<file path="src/rtl/prog_core_param.sv">
// prog_core_param
// Parametrised programmable control core. It holds a loadable program memory,
// a small register file and an accumulator with Z/C flags, and it drives NOUT
// registered output channels. The core executes one instruction per clock,
// supports conditional branches, and stops on HALT.
//
// Optional feature macro: PROG_CALL_EN
//   When defined, a STACK_DEPTH-entry hardware call/return stack is built for
//   CALL (1110) and RET (1111). When undefined, both opcodes act as NOP and
//   stack_err is tied to 0.
//
// Ports:
//   clk        rising-edge clock
//   PC_reset_n asynchronous active-low reset
//   restart    synchronous restart: clears pc, write pointer, halt and stack;
//              keeps memory, registers, ACC and output channels
//   mem_write  load mode: stores {instr, portin} at the write pointer; the
//              core does not execute while this is high
//   instr      opcode to load
//   portin     operand during load, data source for IN during run
//   portout    NOUT registered channels, channel k at [k*DW +: DW]
//   pc         current program counter
//   halted     core stopped by HALT
//   prog_full  write pointer has reached DEPTH
//   stack_err  sticky stack overflow/underflow flag
module prog_core_param #(
  parameter int DW          = 4,
  parameter int DEPTH       = 16,
  parameter int NOUT        = 2,
  parameter int NREG        = 4,
  parameter int STACK_DEPTH = 4
) (
  input  logic                     clk,
  input  logic                     PC_reset_n,
  input  logic                     restart,
  input  logic                     mem_write,
  input  logic [3:0]               instr,
  input  logic [DW-1:0]            portin,
  output logic [NOUT*DW-1:0]       portout,
  output logic [$clog2(DEPTH)-1:0] pc,
  output logic                     halted,
  output logic                     prog_full,
  output logic                     stack_err
);

  localparam int AW = $clog2(DEPTH);
  localparam int RI = (NREG > 1) ? $clog2(NREG) : 1;

  typedef enum logic [3:0] {
    OP_NOP, OP_LDI, OP_ADD, OP_SUB, OP_ST, OP_LD, OP_IN, OP_HALT,
    OP_OUT, OP_JMP, OP_JZ, OP_JC, OP_ADDR, OP_AND, OP_CALL, OP_RET
  } opcode_e;

  typedef enum logic {ST_RUN, ST_HALT} state_e;

  state_e             r_state, w_stateNext;
  logic [DW+3:0]      r_mem [DEPTH];
  logic [AW:0]        r_wptr;
  logic [AW-1:0]      r_pc, w_pcNext, w_pcInc, w_target;
  logic [DW-1:0]      r_acc;
  logic               r_z, r_c;
  logic [DW-1:0]      r_regs [NREG];
  logic [NOUT*DW-1:0] r_portout;

  logic [DW+3:0]      w_word;
  opcode_e            w_opcode;
  logic [DW-1:0]      w_operand, w_regData, w_and;
  logic [RI-1:0]      w_regIdx;
  logic [DW:0]        w_sum, w_diff, w_sumReg;
  logic               w_exec, w_full;

  assign w_word    = r_mem[r_pc];
  assign w_opcode  = opcode_e'(w_word[DW+3:DW]);
  assign w_operand = w_word[DW-1:0];
  assign w_regIdx  = w_operand[RI-1:0];
  assign w_target  = w_operand[AW-1:0];
  assign w_regData = r_regs[w_regIdx];

  // Bit DW of each result is the carry (ADD/ADDR) or the borrow (SUB).
  assign w_sum    = {1'b0, r_acc} + {1'b0, w_operand};
  assign w_diff   = {1'b0, r_acc} - {1'b0, w_operand};
  assign w_sumReg = {1'b0, r_acc} + {1'b0, w_regData};
  assign w_and    = r_acc & w_operand;

  assign w_full  = (r_wptr == (AW+1)'(DEPTH));
  assign w_pcInc = (r_pc == AW'(DEPTH-1)) ? '0 : r_pc + AW'(1);
  assign w_exec  = !restart && !mem_write && (r_state == ST_RUN);

`ifdef PROG_CALL_EN
  localparam int SPW = $clog2(STACK_DEPTH+1);
  localparam int SIW = (STACK_DEPTH > 1) ? $clog2(STACK_DEPTH) : 1;

  logic [AW-1:0]  r_stack [STACK_DEPTH];
  logic [SPW-1:0] r_sp, w_spDec;
  logic           r_stackErr;
  logic           w_push, w_pop, w_stackErrSet, w_stackFull, w_stackEmpty;
  logic [AW-1:0]  w_retAddr;

  assign w_spDec      = r_sp - SPW'(1);
  assign w_stackFull  = (r_sp == SPW'(STACK_DEPTH));
  assign w_stackEmpty = (r_sp == '0);
  assign w_retAddr    = r_stack[w_spDec[SIW-1:0]];
`endif

  // Control: next run/halt state and next pc. restart outranks everything,
  // and load mode or halt simply holds pc where it is.
  always_comb begin
    w_stateNext = r_state;
    w_pcNext    = r_pc;
`ifdef PROG_CALL_EN
    w_push        = 1'b0;
    w_pop         = 1'b0;
    w_stackErrSet = 1'b0;
`endif
    if (restart) begin
      w_stateNext = ST_RUN;
      w_pcNext    = '0;
    end else if (w_exec) begin
      w_pcNext = w_pcInc;
      case (w_opcode)
        OP_HALT: begin
          w_stateNext = ST_HALT;
          w_pcNext    = r_pc;
        end
        OP_JMP: w_pcNext = w_target;
        OP_JZ:  if (r_z) w_pcNext = w_target;
        OP_JC:  if (r_c) w_pcNext = w_target;
`ifdef PROG_CALL_EN
        // A full stack still takes the call; only the return address is lost.
        OP_CALL: begin
          w_pcNext = w_target;
          if (w_stackFull) w_stackErrSet = 1'b1;
          else             w_push        = 1'b1;
        end
        OP_RET: begin
          if (w_stackEmpty) begin
            w_stackErrSet = 1'b1;
          end else begin
            w_pop    = 1'b1;
            w_pcNext = w_retAddr;
          end
        end
`endif
        default: ;
      endcase
    end
  end

  always_ff @(posedge clk or negedge PC_reset_n) begin
    if (!PC_reset_n) begin
      r_state <= ST_RUN;
      r_pc    <= '0;
    end else begin
      r_state <= w_stateNext;
      r_pc    <= w_pcNext;
    end
  end

  // Datapath: accumulator, flags, register file and output channels.
  always_ff @(posedge clk or negedge PC_reset_n) begin
    if (!PC_reset_n) begin
      r_acc     <= '0;
      r_z       <= 1'b0;
      r_c       <= 1'b0;
      r_portout <= '0;
      for (int i = 0; i < NREG; i++) r_regs[i] <= '0;
    end else if (w_exec) begin
      case (w_opcode)
        OP_LDI: begin
          r_acc <= w_operand;
          r_z   <= (w_operand == '0);
        end
        OP_ADD: begin
          r_acc <= w_sum[DW-1:0];
          r_c   <= w_sum[DW];
          r_z   <= (w_sum[DW-1:0] == '0);
        end
        OP_SUB: begin
          r_acc <= w_diff[DW-1:0];
          r_c   <= w_diff[DW];
          r_z   <= (w_diff[DW-1:0] == '0);
        end
        OP_ST: r_regs[w_regIdx] <= r_acc;
        OP_LD: begin
          r_acc <= w_regData;
          r_z   <= (w_regData == '0);
        end
        OP_IN: begin
          r_acc <= portin;
          r_z   <= (portin == '0);
        end
        // Operands that name no existing channel leave every channel alone.
        OP_OUT: begin
          for (int k = 0; k < NOUT; k++)
            if (w_operand == DW'(k)) r_portout[k*DW +: DW] <= r_acc;
        end
        OP_ADDR: begin
          r_acc <= w_sumReg[DW-1:0];
          r_c   <= w_sumReg[DW];
          r_z   <= (w_sumReg[DW-1:0] == '0);
        end
        OP_AND: begin
          r_acc <= w_and;
          r_z   <= (w_and == '0);
        end
        default: ;
      endcase
    end
  end

  // Write pointer stops at DEPTH so a full memory ignores further loads.
  always_ff @(posedge clk or negedge PC_reset_n) begin
    if (!PC_reset_n)                 r_wptr <= '0;
    else if (restart)                r_wptr <= '0;
    else if (mem_write && !w_full)   r_wptr <= r_wptr + (AW+1)'(1);
  end

  // Program memory has no reset so a program survives PC_reset_n.
  always_ff @(posedge clk) begin
    if (!restart && mem_write && !w_full)
      r_mem[r_wptr[AW-1:0]] <= {instr, portin};
  end

`ifdef PROG_CALL_EN
  always_ff @(posedge clk or negedge PC_reset_n) begin
    if (!PC_reset_n) begin
      r_sp       <= '0;
      r_stackErr <= 1'b0;
    end else if (restart) begin
      r_sp <= '0;
    end else begin
      if (w_push)     r_sp <= r_sp + SPW'(1);
      else if (w_pop) r_sp <= w_spDec;
      if (w_stackErrSet) r_stackErr <= 1'b1;
    end
  end

  always_ff @(posedge clk) begin
    if (w_push) r_stack[r_sp[SIW-1:0]] <= w_pcInc;
  end

  assign stack_err = r_stackErr;
`else
  assign stack_err = 1'b0;
`endif

  assign portout   = r_portout;
  assign pc        = r_pc;
  assign halted    = (r_state == ST_HALT);
  assign prog_full = w_full;

endmodule

</file>
<file path="config.mk">
export PLATFORM = sky130hd
export DESIGN_NAME = prog_core_param
export DESIGN_NICKNAME = d
export VERILOG_FILES = /design/src/rtl/prog_core_param.sv
export SDC_FILE = /design/constraint.sdc
export NUM_CORES = 1
export LEC_CHECK = 0
export CORE_UTILIZATION = 30
export CTS_BUF_LIST = sky130_fd_sc_hd__clkbuf_4 sky130_fd_sc_hd__clkbuf_8
export DETAILED_ROUTE_END_ITERATION = 16
export GPL_TIMING_DRIVEN = 0
export PLACE_DENSITY = 0.53
export SLEW_MARGIN = 20
export SYNTH_ARGS = -nofsm -noshare
export SYNTH_HDL_FRONTEND = slang
export SYNTH_SLANG_ARGS = --single-unit
</file>
<file path="constraint.sdc">
create_clock -name clk -period 5.3 [get_ports clk]
set_input_delay 1.06 -clock clk [delete_from_list [all_inputs] [get_ports clk]]
set_output_delay 1.06 -clock clk [all_outputs]
set_load 0.02 [all_outputs]
</file>
==> results.md, run 1 <==
* Post-cts hold buffer count at 0
* Total core area at 25500 µm²
* Maximum vdd drop at 0.200 mV
* DR pass1 iterations at 5
* # rows at 58
* Min-Delay Path Depth at 1
* Kind of critical path: flip-flop to flip-flop
* DIE HEIGHT at 164 µm
* Main flop type after synthesis: edfxtp_1
* Final Hold Violating Endpoints at 0
* Cells on worst reg2reg path at 15
* Met2 usage at 26.2%
* Worst-Margin Slew at 844 ps
* Skew final at 19.0 ps
* Register Area at 4840 µm²
* Post-synth ARST share at 23.8%
* Critical path endpoint category: flip-flop
* HPWL after detailed placement at 13100 µm
* Multi-input gate area at 2820 µm²
* Final setup vio count at 0
* Syn Area/Cell at 15.3 µm²
* Yosys warns at 0
* Worst path required time at 5640 ps
* Overall via count from detail_route at 4564
* Initial core utilization at 30.9%
* Reg-to-reg slack, setup at 810 ps
* DIE AREA at 26900 µm²
* Count of pins over their slew limit at 0
* Pwr Density at 530 nW/µm²
* Worst min-delay path startpoint: r_regs[3]$_DFFE_PN0P_
* Tot GR Track Use at 15.2%
* Unrepaired setup endpoints after global routing: false
* Diode count at 0
* Reg clk slew, reported paths at 100 ps
* Critical Path Source: pc[0]$_DFFE_PN0P_
* CTS tree: done
* Residual DRC at 0
* Total setup buffers inserted after CTS at 0
* Vias per inst at 5.06
* Sink Count at 168
* Layout net count at 591
* Setup TNS at 0 ps
* DRT iter0 DRCs at 364
* First-pass GRT wire length at 29500 µm
* R2R Path End: r_acc[2]$_DFFE_PN0P_
* I/O Buffers at 24
* Initial antenna violation count at 0
* Hold EP: r_regs[3]$_DFFE_PN0P_
* Post-synth EDFFs at 128
* Routed len/inst at 21.3 µm
* Worst r2r src: pc[0]$_DFFE_PN0P_
* Net count after synthesis at 547
* Clock Latency Late Sink at 460 ps
* Clock Tree Buf Depth at 2
* Final core occ at 35.3%
* Die X at 164 µm
* Leakage at 3.28 nW
* GPL Wtd Cong at 0.939
* Sequential area share after synthesis at 61.5%
* Vias in the first global route at 4793
* Fmax at 223 MHz
* DRT Wirelength at 19200 µm
* Layer with the highest usage: met2
* Grt ovf at 0
* Root buffer cell: clkbuf_8
* #FFs+latches synth at 168
* Final period utilization at 84.8%
* Largest net degree at the start of global routing at 29
* GR Util met1 at 19.6%
* Outcome: finished clean
* Gates resized, CTS repair at 0
* Mapped Cells at 515
* Data arrival, critical path at 4840 ps
* Critical Path Start Type: flip-flop
* Hold slack at 495 ps
* ANT nets after route at 0
* Crit path max fanout at 11
* Fillers at 2445
* Inserted Clock Buffers at 17
* H-tree Lvls at 4
* Synthesized area at 7880 µm²
* Synth unique cells at 63
* Tmin final at 4490 ps
* Met3 GRT Util at 2.63%
* Max Cap Viol at 0
* Min-Delay Path Class: flip-flop to flip-flop
* Area added between synthesis and finish at 14.1%
* IO Pins at 27
* Worst rel slew slack at 43.5%
* Share of layout cells above drive strength 1 at 18.2%
-- where the power goes --
group | leakage [nW] | switching, W | total [W] | internal (W)
registers | 1.70 | 0.000100 | 0.00160 | 0.00150
logic | 1.36 | 0.00129 | 0.00216 | 0.000872
clock network | 0.223 | 0.000544 | 0.00100 | 0.000456
total | 3.28 | 0.00194 | 0.00476 | 0.00283
-- how the worst max path moves through the flow --
stage / slack, ps / cells past startpoint / to
floorplan: 1470 / 15 / r_acc[2]$_DFFE_PN0P_
global placement: 730 / 15 / r_acc[2]$_DFFE_PN0P_
detailed placement: 760 / 15 / r_acc[2]$_DFFE_PN0P_
CTS: 720 / 14 / r_acc[2]$_DFFE_PN0P_
global route: 460 / 16 / r_z$_DFFE_PN0P_
finish: 810 / 15 / r_acc[2]$_DFFE_PN0P_
-- critical path, stage by stage, from the launching register on --
cell      delay (ps)
dfrtp_1          460
buf_6            210
buf_6            200
buf_6            220
mux4_2           510
a211oi_1         300
a21oi_2          120
buf_4            250
mux2i_1          340
ha_1             240
inv_1             60
fa_1             390
xor2_1           270
o32ai_1          160
or4_1            430
a22o_1           190
-- sequential cells by signal, indices dropped and copies added (netlist names) --
signal	flops
r_acc	4
r_mem	128
r_z	1
r_regs	16
r_c	1
portout	8
pc	4
halted	1
r_wptr	5
-- cell type report --
type / count / share of cell area, %
sequential: 168 / 53.9
buffer: 24 / 1.74
tap: 330 / 4.59
multi-input combinational: 306 / 31.3
clock inverter: 14 / 2.23
clock buffer: 18 / 2.69
inverter: 17 / 0.710
timing repair buffer: 25 / 2.84
-- metal layers --
metal	routed length [µm]	part of all wire, %
met4	174	0.91
met2	9770	51
met3	612	3.2
met1	8640	45
met5	0	0
-- kinds of logic (layout without fill, tap and decap cells) --
logic type / after synthesis / count (layout) / synth area share, %
simple gates: 122 / 122 / 8.59
fa+ha+maj: 20 / 20 / 3.46
xor+xnor: 10 / 10 / 1.11
compound gates: 64 / 64 / 5.54
other cells: 1 / 1 / 0.0476
mux: 89 / 89 / 17.0
buf+inv: 41 / 98 / 2.79
flops: 168 / 168 / 61.5
-- synthesized netlist by cell type, drive strengths merged, types with 7 or more instances --
| library cell | count | area, µm² |
|---|---|---|
| edfxtp | 128 | 3840 |
| dfrtp | 40 | 1000 |
| mux2 | 30 | 368 |
| mux4 | 30 | 676 |
| mux2i | 29 | 294 |
| nor2 | 24 | 100 |
| nand2 | 22 | 85.1 |
| and2 | 21 | 131 |
| ha | 17 | 213 |
| inv | 17 | 63.8 |
| a21oi | 16 | 83.8 |
| buf | 15 | 123 |
| nor3 | 12 | 70.1 |
| clkbuf | 9 | 33.8 |
| nand3 | 9 | 62.6 |
| o21ai | 9 | 45.0 |
| nand4 | 7 | 43.8 |
-- metrics by stage --
| stage | std cells | power, W | setup slack [ps] | area, µm² |
|---|---|---|---|---|
| after floorplan | 515 | 0.00314 | 1470 | 7880 |
| after global placement | 869 | 0.00376 | 726 | 8530 |
| after detailed placement | 870 | 0.00377 | 755 | 8550 |
| after CTS | 902 | 0.00478 | 723 | 8990 |
| after global routing | 902 | 0.00503 | 462 | 8990 |
| final | 902 | 0.00476 | 806 | 8990 |
-- layout by cell type (no fill, tap or decap), types with 7 or more instances in the layout --
master	Yosys	layout
nand3_1	7	7
nor3_1	10	10
dfrtp_1	40	40
mux2i_1	28	28
mux2_4	8	8
ha_1	17	17
clkbuf_8	0	17
clkbuf_1	9	9
edfxtp_1	128	128
nand2_1	21	21
nor2_1	22	22
clkdlybuf4s50_1	0	23
mux4_2	30	30
buf_4	7	7
a21oi_1	15	15
mux2_1	17	17
and2_1	21	21
inv_1	15	15
nand4_1	7	7
No activity file was read; power rests on OpenSTA's default activity.
==> run 2: changes to the inputs <==
PLACE_DENSITY = 0.54   (was 0.53)
clock period = 4 ns   (was 5.3 ns; I/O delays follow)
==> run 2 against run 1 <==
Against the previous run:
- non-clock buffer count up 21
- critical path type unchanged
- critical path depth increased by 2
- flip-flop and latch count unchanged
- worst hold slack worse by 290 ps
- largest power group unchanged
- clock skew is 1.9 ps lower
- first-iteration DRC count is 12% lower
- global-route usage fell by 0.17 points
- sequential power rose by 32%
- wire length shrank 0.90%
- clock power rose by 25%
==> results.md, run 2 (same netlist as run 1, synthesis figures left out) <==
* Clock share of power at 19.3%
* I/O Buffers at 24
* Buf/Inv on CP at 4
* Data arrival, critical path at 4200 ps
* Vias per inst at 5.03
* Tmin final at 3840 ps
* Met3 GRT Util at 3.43%
* Inserted Clock Buffers at 17
* Vias in the first global route at 4801
* Post-Place Cells at 870
* Sw power at 0.00255 W
* Clock Latency Late Sink at 470 ps
* Skew final at 17.1 ps
* Logic pwr share at 48.2%
* Max Cap Viol at 0
* DIE AREA at 26900 µm²
* Crit-path slowest cell: mux4_2
* Count of pins over their slew limit at 0
* Most common cell after layout, fill and taps aside: edfxtp_1
* Routed len/inst at 20.6 µm
* Critical path endpoint category: flip-flop
* DRT Wirelength at 19000 µm
* Power Total at 0.00649 W
* # rows at 58
* GR Util met1 at 19.4%
* DIE HEIGHT at 164 µm
* Fillers at 2409
* Overall via count from detail_route at 4635
* DR pass1 iterations at 4
* Crit path max fanout at 10
* Area added between synthesis and finish at 16.9%
* Outcome: finished clean
* Int Power at 0.00394 W
* Clock Tree Buf Depth at 2
* CTS tree: done
* Layout net count at 612
* Switching share of total power at 39.3%
* H-tree Lvls at 4
* Min-Delay Path Class: input pin to asynchronous set/reset pin
* Worst-Margin Slew at 960 ps
* Critical Path Start Type: flip-flop
* GPL Wtd Cong at 0.914
* Met2 usage at 24.8%
* Largest net degree at the start of global routing at 30
* Share of layout cells above drive strength 1 at 22.6%
* Reg clk slew, reported paths at 90 ps
* Leakage at 3.39 nW
* IO Pins at 27
* CP Cell Sequence: buf_6 -> buf_6 -> mux4_2 -> mux2i_4 -> mux2i_4 -> buf_12 -> mux2i_1 -> mux2_2 -> inv_1 -> ha_1 -> a21o_1 -> a21oi_1 -> xnor2_1 -> o21ai_0 -> nand2_1 -> a22oi_1 -> o31a_1
* Layer with the highest usage: met2
* DRT iter0 DRCs at 321
* HPWL after detailed placement at 12800 µm
* Maximum vdd drop at 0.295 mV
* Post-cts hold buffer count at 0
* Pwr Density at 705 nW/µm²
* Final Hold Violating Endpoints at 0
* Pre-CTS setup slack at -510 ps
* Die X at 164 µm
* Worst path required time at 4350 ps
* Sink Count at 168
* Final setup vio count at 0
* Multi-input gate area at 2870 µm²
* Tot GR Track Use at 15.0%
* Total core area at 25500 µm²
* Register Area at 4850 µm²
* Worst rel slew slack at 35.7%
* Root buffer cell: clkbuf_8
* Residual DRC at 0
* First-pass GRT wire length at 29000 µm
* Kind of critical path: flip-flop to flip-flop
* Most frequent cells in the layout: edfxtp_1 (128), dfrtp_1 (38), mux4_2 (30)
* Grt ovf at 0
* Max reg flops at 128
* Initial antenna violation count at 0
* Post-route insts no fill at 922
* Diode count at 0
* Seq pwr share at 32.5%
* Final setup margin at 157 ps
* Initial core utilization at 30.9%
* Final period utilization at 96.1%
* Fmax at 260 MHz
* Delay-heaviest family, CP: multiplexers
* CP peak stage delay at 550 ps
* ANT nets after route at 0
[run 2: through the flow]
| stage | util (%) | TNS [ps] | hold WS [ps] | cell area [µm²] |
|---|---|---|---|---|
| after floorplan | - | 0 | 457 | 7880 |
| after global placement | 33.5 | -1510 | 468 | 8530 |
| after detailed placement | 33.6 | -1410 | 475 | 8550 |
| after CTS | 35.5 | 0 | 197 | 9050 |
| after global routing | 36.2 | -6.16 | 208 | 9210 |
| final | 36.2 | 0 | 209 | 9210 |
[run 2: power groups by stage]
stage | clock network [W] | logic, W | registers, W
CTS | 0.00128 | 0.00298 | 0.00212
floorplan | 0 | 0.00202 | 0.00214
detailed placement | 0 | 0.00282 | 0.00215
global placement | 0 | 0.00281 | 0.00215
global route | 0.00135 | 0.00338 | 0.00213
finish | 0.00125 | 0.00313 | 0.00211
[run 2: per-layer routing]
| layer | vias to the layer above | part of all wire [%] |
|---|---|---|
| met4 | 0 | 2.2 |
| met1 | 2387 | 45 |
| li1 | 2114 | - |
| met5 | - | 0 |
| met3 | 28 | 4.3 |
| met2 | 106 | 49 |
[run 2: what timing repair did]
action	4_1_cts	5_1_grt
setup buffers	6	17
pin swaps	0	2
setup endpoints to repair	5	3
gates resized for setup	17	8
hold endpoints to repair	0	0
[run 2: final timing paths]
check	startpoint	endpoint	slack (ps)	cells after the start
setup / recovery	pc[2]$_DFFE_PN0P_	r_z$_DFFE_PN0P_	160	17
hold / removal	PC_reset_n	r_regs[14]$_DFFE_PN0P_	210	1
setup reg to reg	pc[2]$_DFFE_PN0P_	r_z$_DFFE_PN0P_	160	17
hold reg to reg	r_regs[0]$_DFFE_PN0P_	r_regs[0]$_DFFE_PN0P_	490	1
max in group asynchronous	PC_reset_n	pc[0]$_DFFE_PN0P_	3310	2
min in group clk	r_regs[0]$_DFFE_PN0P_	r_regs[0]$_DFFE_PN0P_	490	1
[run 2: area by class of cell]
| cell class | count | area share [%] |
|---|---|---|
| buffer | 22 | 1.94 |
| clock buffer | 18 | 2.62 |
| clock inverter | 13 | 1.71 |
| inverter | 17 | 0.693 |
| multi-input combinational | 306 | 31.1 |
| sequential | 168 | 52.6 |
| tap | 330 | 4.48 |
| timing repair buffer | 48 | 4.78 |
[run 2: worst register-to-register path, delay by kind of cell, from the launching register on]
| family | cells | cell delay [ps] |
|---|---|---|
| compound gates | 5 | 840 |
| xor+xnor | 1 | 190 |
| fa+ha+maj | 1 | 220 |
| buf+inv | 4 | 620 |
| flops | 1 | 420 |
| mux | 5 | 1350 |
| simple gates | 1 | 90 |
==> run 3: changes to the inputs <==
ABC_AREA = 1   (was unset)
CTS_BUF_LIST = unset   (was sky130_fd_sc_hd__clkbuf_4 sky130_fd_sc_hd__clkbuf_8)
==> run 3 against run 2 <==
Against the previous run:
- sequential share of layout area fell by 2.8 points
- area after synthesis rose by 5.9%
- synthesized cell count up 69%
- design area is 5.7% higher
- worst hold slack improved by 120 ps
- count of clock-buffer cells in the layout is 1 lower
- via count up 27%
- combinational power increased by 23%
- largest cell class unchanged
- largest power group unchanged
- highest routed layer unchanged
==> results.md, run 3 <==
* DIE HEIGHT at 169 µm
* Gates resized, CTS repair at 0
* Mapped Cells at 868
* Routed len/inst at 16.4 µm
* Final core occ at 35.9%
* DRT iter0 DRCs at 299
* Synthesized area at 8350 µm²
* Post-synth ARST share at 23.8%
* Final setup margin at 302 ps
* Layout net count at 946
* Maximum vdd drop at 0.282 mV
* GPL Wtd Cong at 0.831
* Critical Path Start Type: flip-flop
* HPWL after detailed placement at 14900 µm
* Register Area at 4850 µm²
* Cells on worst reg2reg path at 23
* Final period utilization at 92.4%
* R2R Path End: r_z$_DFFE_PN0P_
* ANT nets after route at 0
* Tot GR Track Use at 15.8%
* Max Cap Viol at 0
* Tmin final at 3700 ps
* Yosys warns at 0
* Outcome: finished clean
* Synth unique cells at 46
* DR pass1 iterations at 5
* DIE AREA at 28500 µm²
* Sequential area share after synthesis at 58.0%
* Reg clk slew, reported paths at 70 ps
* Pwr Density at 791 nW/µm²
* Min-Delay Path Class: input pin to asynchronous set/reset pin
* Critical path endpoint category: flip-flop
* Largest net degree at the start of global routing at 22
* # rows at 60
* Vias per inst at 4.54
* Total core area at 27100 µm²
* Net count after synthesis at 900
* Worst r2r src: pc[0]$_DFFE_PN0P_
* Leakage at 3.99 nW
* Most common cell after layout, fill and taps aside: nand2_1
* H-tree Lvls at 4
* Power Total at 0.00770 W
* Post-synth top area share at 46.1%
* Multi-input gate area at 2890 µm²
* Total setup buffers inserted after CTS at 0
* Fillers at 2743
* DRT Wirelength at 21300 µm
* Post-cts hold buffer count at 0
* Synth area leader: edfxtp_1
* Overall via count from detail_route at 5894
* Unrepaired setup endpoints after global routing: false
* Critical Path Source: pc[0]$_DFFE_PN0P_
* Cell area after placement at 9110 µm²
* Inserted Clock Buffers at 17
* Clock Latency Late Sink at 440 ps
* Final Hold Violating Endpoints at 0
* First-pass GRT wire length at 33900 µm
* Clock Tree Buf Depth at 2
* Diode count at 0
* Post-synth EDFFs at 128
* CTS tree: done
* Commonest cells post-synth: nand2_1 (214), edfxtp_1 (128), inv_1 (100), nor2_1 (86), nand3_1 (68)
* Share of layout cells above drive strength 1 at 12.8%
* Die X at 169 µm
* Worst rel slew slack at 33.7%
* Grt ovf at 0
* Setup TNS at 0 ps
* Reg-to-reg slack, setup at 300 ps
* IO Pins at 27
* Pre-CTS setup slack at 140 ps
* Syn Area/Cell at 9.62 µm²
* I/O Buffers at 25
* Initial core utilization at 30.8%
* Fmax at 270 MHz
* Worst path required time at 4370 ps
* Skew final at 16.8 ps
* Post-route cell area at 9730 µm²
* Most frequent cell after synthesis: nand2_1
* Data arrival, critical path at 4070 ps
* Initial antenna violation count at 0
* Crit path max fanout at 11
* Max reg flops at 128
* Final setup vio count at 0
* Most frequent cells in the layout: nand2_1 (214), edfxtp_1 (128), inv_1 (100)
* Sink Count at 168
* #FFs+latches synth at 168
* Residual DRC at 0
* Synth area leaders: edfxtp_1 (46%), dfrtp_1 (12%), nand2_1 (9.6%), inv_1 (4.5%), nand3_1 (4.1%)
* Main flop type after synthesis: edfxtp_1
* Worst-Margin Slew at 990 ps
* Root buffer cell: clkbuf_16
* Vias in the first global route at 5893
* Kind of critical path: flip-flop to flip-flop
* Count of pins over their slew limit at 0
* Area added between synthesis and finish at 16.6%
run 3: changes by cell type in the layout (fill, tap and decap cells not counted), moves of 19 or more:
cell and delta:
nand3_1 +61, o21ai_1 +19, nor2_1 +64, buf_4 -22, inv_1 +85, o21ai_0 +43, nand2_1 +193, mux4_2 -30
and2_1 -21, mux2i_1 -26
run 3: layer usage:
metal | track usage (%) | wire length [µm]
met5 | 0 | 0
met4 | 6.36 | 483
met3 | 2.20 | 667
met2 | 26.7 | 10400
met1 | 20.5 | 9770
run 3: where the power goes:
group	switching [W]	internal [W]
clock network	0.000806	0.000901
registers	0.000132	0.00202
logic	0.00259	0.00125
run 3: cell families after synthesis:
kind of cell	share of synthesized area (%)
compound gates	7.83
xor+xnor	0.630
fa+ha+maj	3.27
buf+inv	7.63
flops	58.0
other cells	0.0449
simple gates	22.6
run 3: worst max-delay path by stage:
| stage | to | slack, ps | cells past startpoint |
|---|---|---|---|
| after floorplan | r_z$_DFFE_PN0P_ | 920 | 23 |
| after global placement | r_z$_DFFE_PN0P_ | 150 | 21 |
| after detailed placement | r_z$_DFFE_PN0P_ | 140 | 21 |
| after CTS | r_z$_DFFE_PN0P_ | 120 | 21 |
| after global routing | r_z$_DFFE_PN0P_ | 7 | 25 |
| final | r_z$_DFFE_PN0P_ | 300 | 23 |
run 3: critical path, stage by stage (launching register included):
cell and delay, ps:
dfrtp_1 470, buf_6 180, inv_6 80, buf_6 170, buf_6 160, nor2_1 50, o211ai_1 270, nand3_1 180
nand2_4 200, inv_4 120, nand2_1 80, nand2_1 70, inv_1 100, ha_1 170, inv_1 50, fa_1 370
or2_2 310, nand2_1 80, nand3_1 70, nor3_1 190, nor2_1 70, nand3_1 80, nand2_1 60, nand2_1 60
run 3: area by class of cell:
cell class              instances  share of cell area [%]
plain buffers                  26                    2.10
clock buffers                  17                    4.37
clock inverters                15                    1.83
inverters                     115                    4.60
multi-input cells             559                    29.6
flip-flops and latches        168                    49.8
well taps                     372                    4.78
repair buffers                 27                    2.88
run 3: through the flow:
stage | hold WS (ps) | instances
6_report | 334 | 1299
5_1_grt | 363 | 1299
4_1_cts | 329 | 1299
3_5_place_dp | 482 | 1267
3_3_place_gp | 480 | 1265
2_1_floorplan | 433 | 868
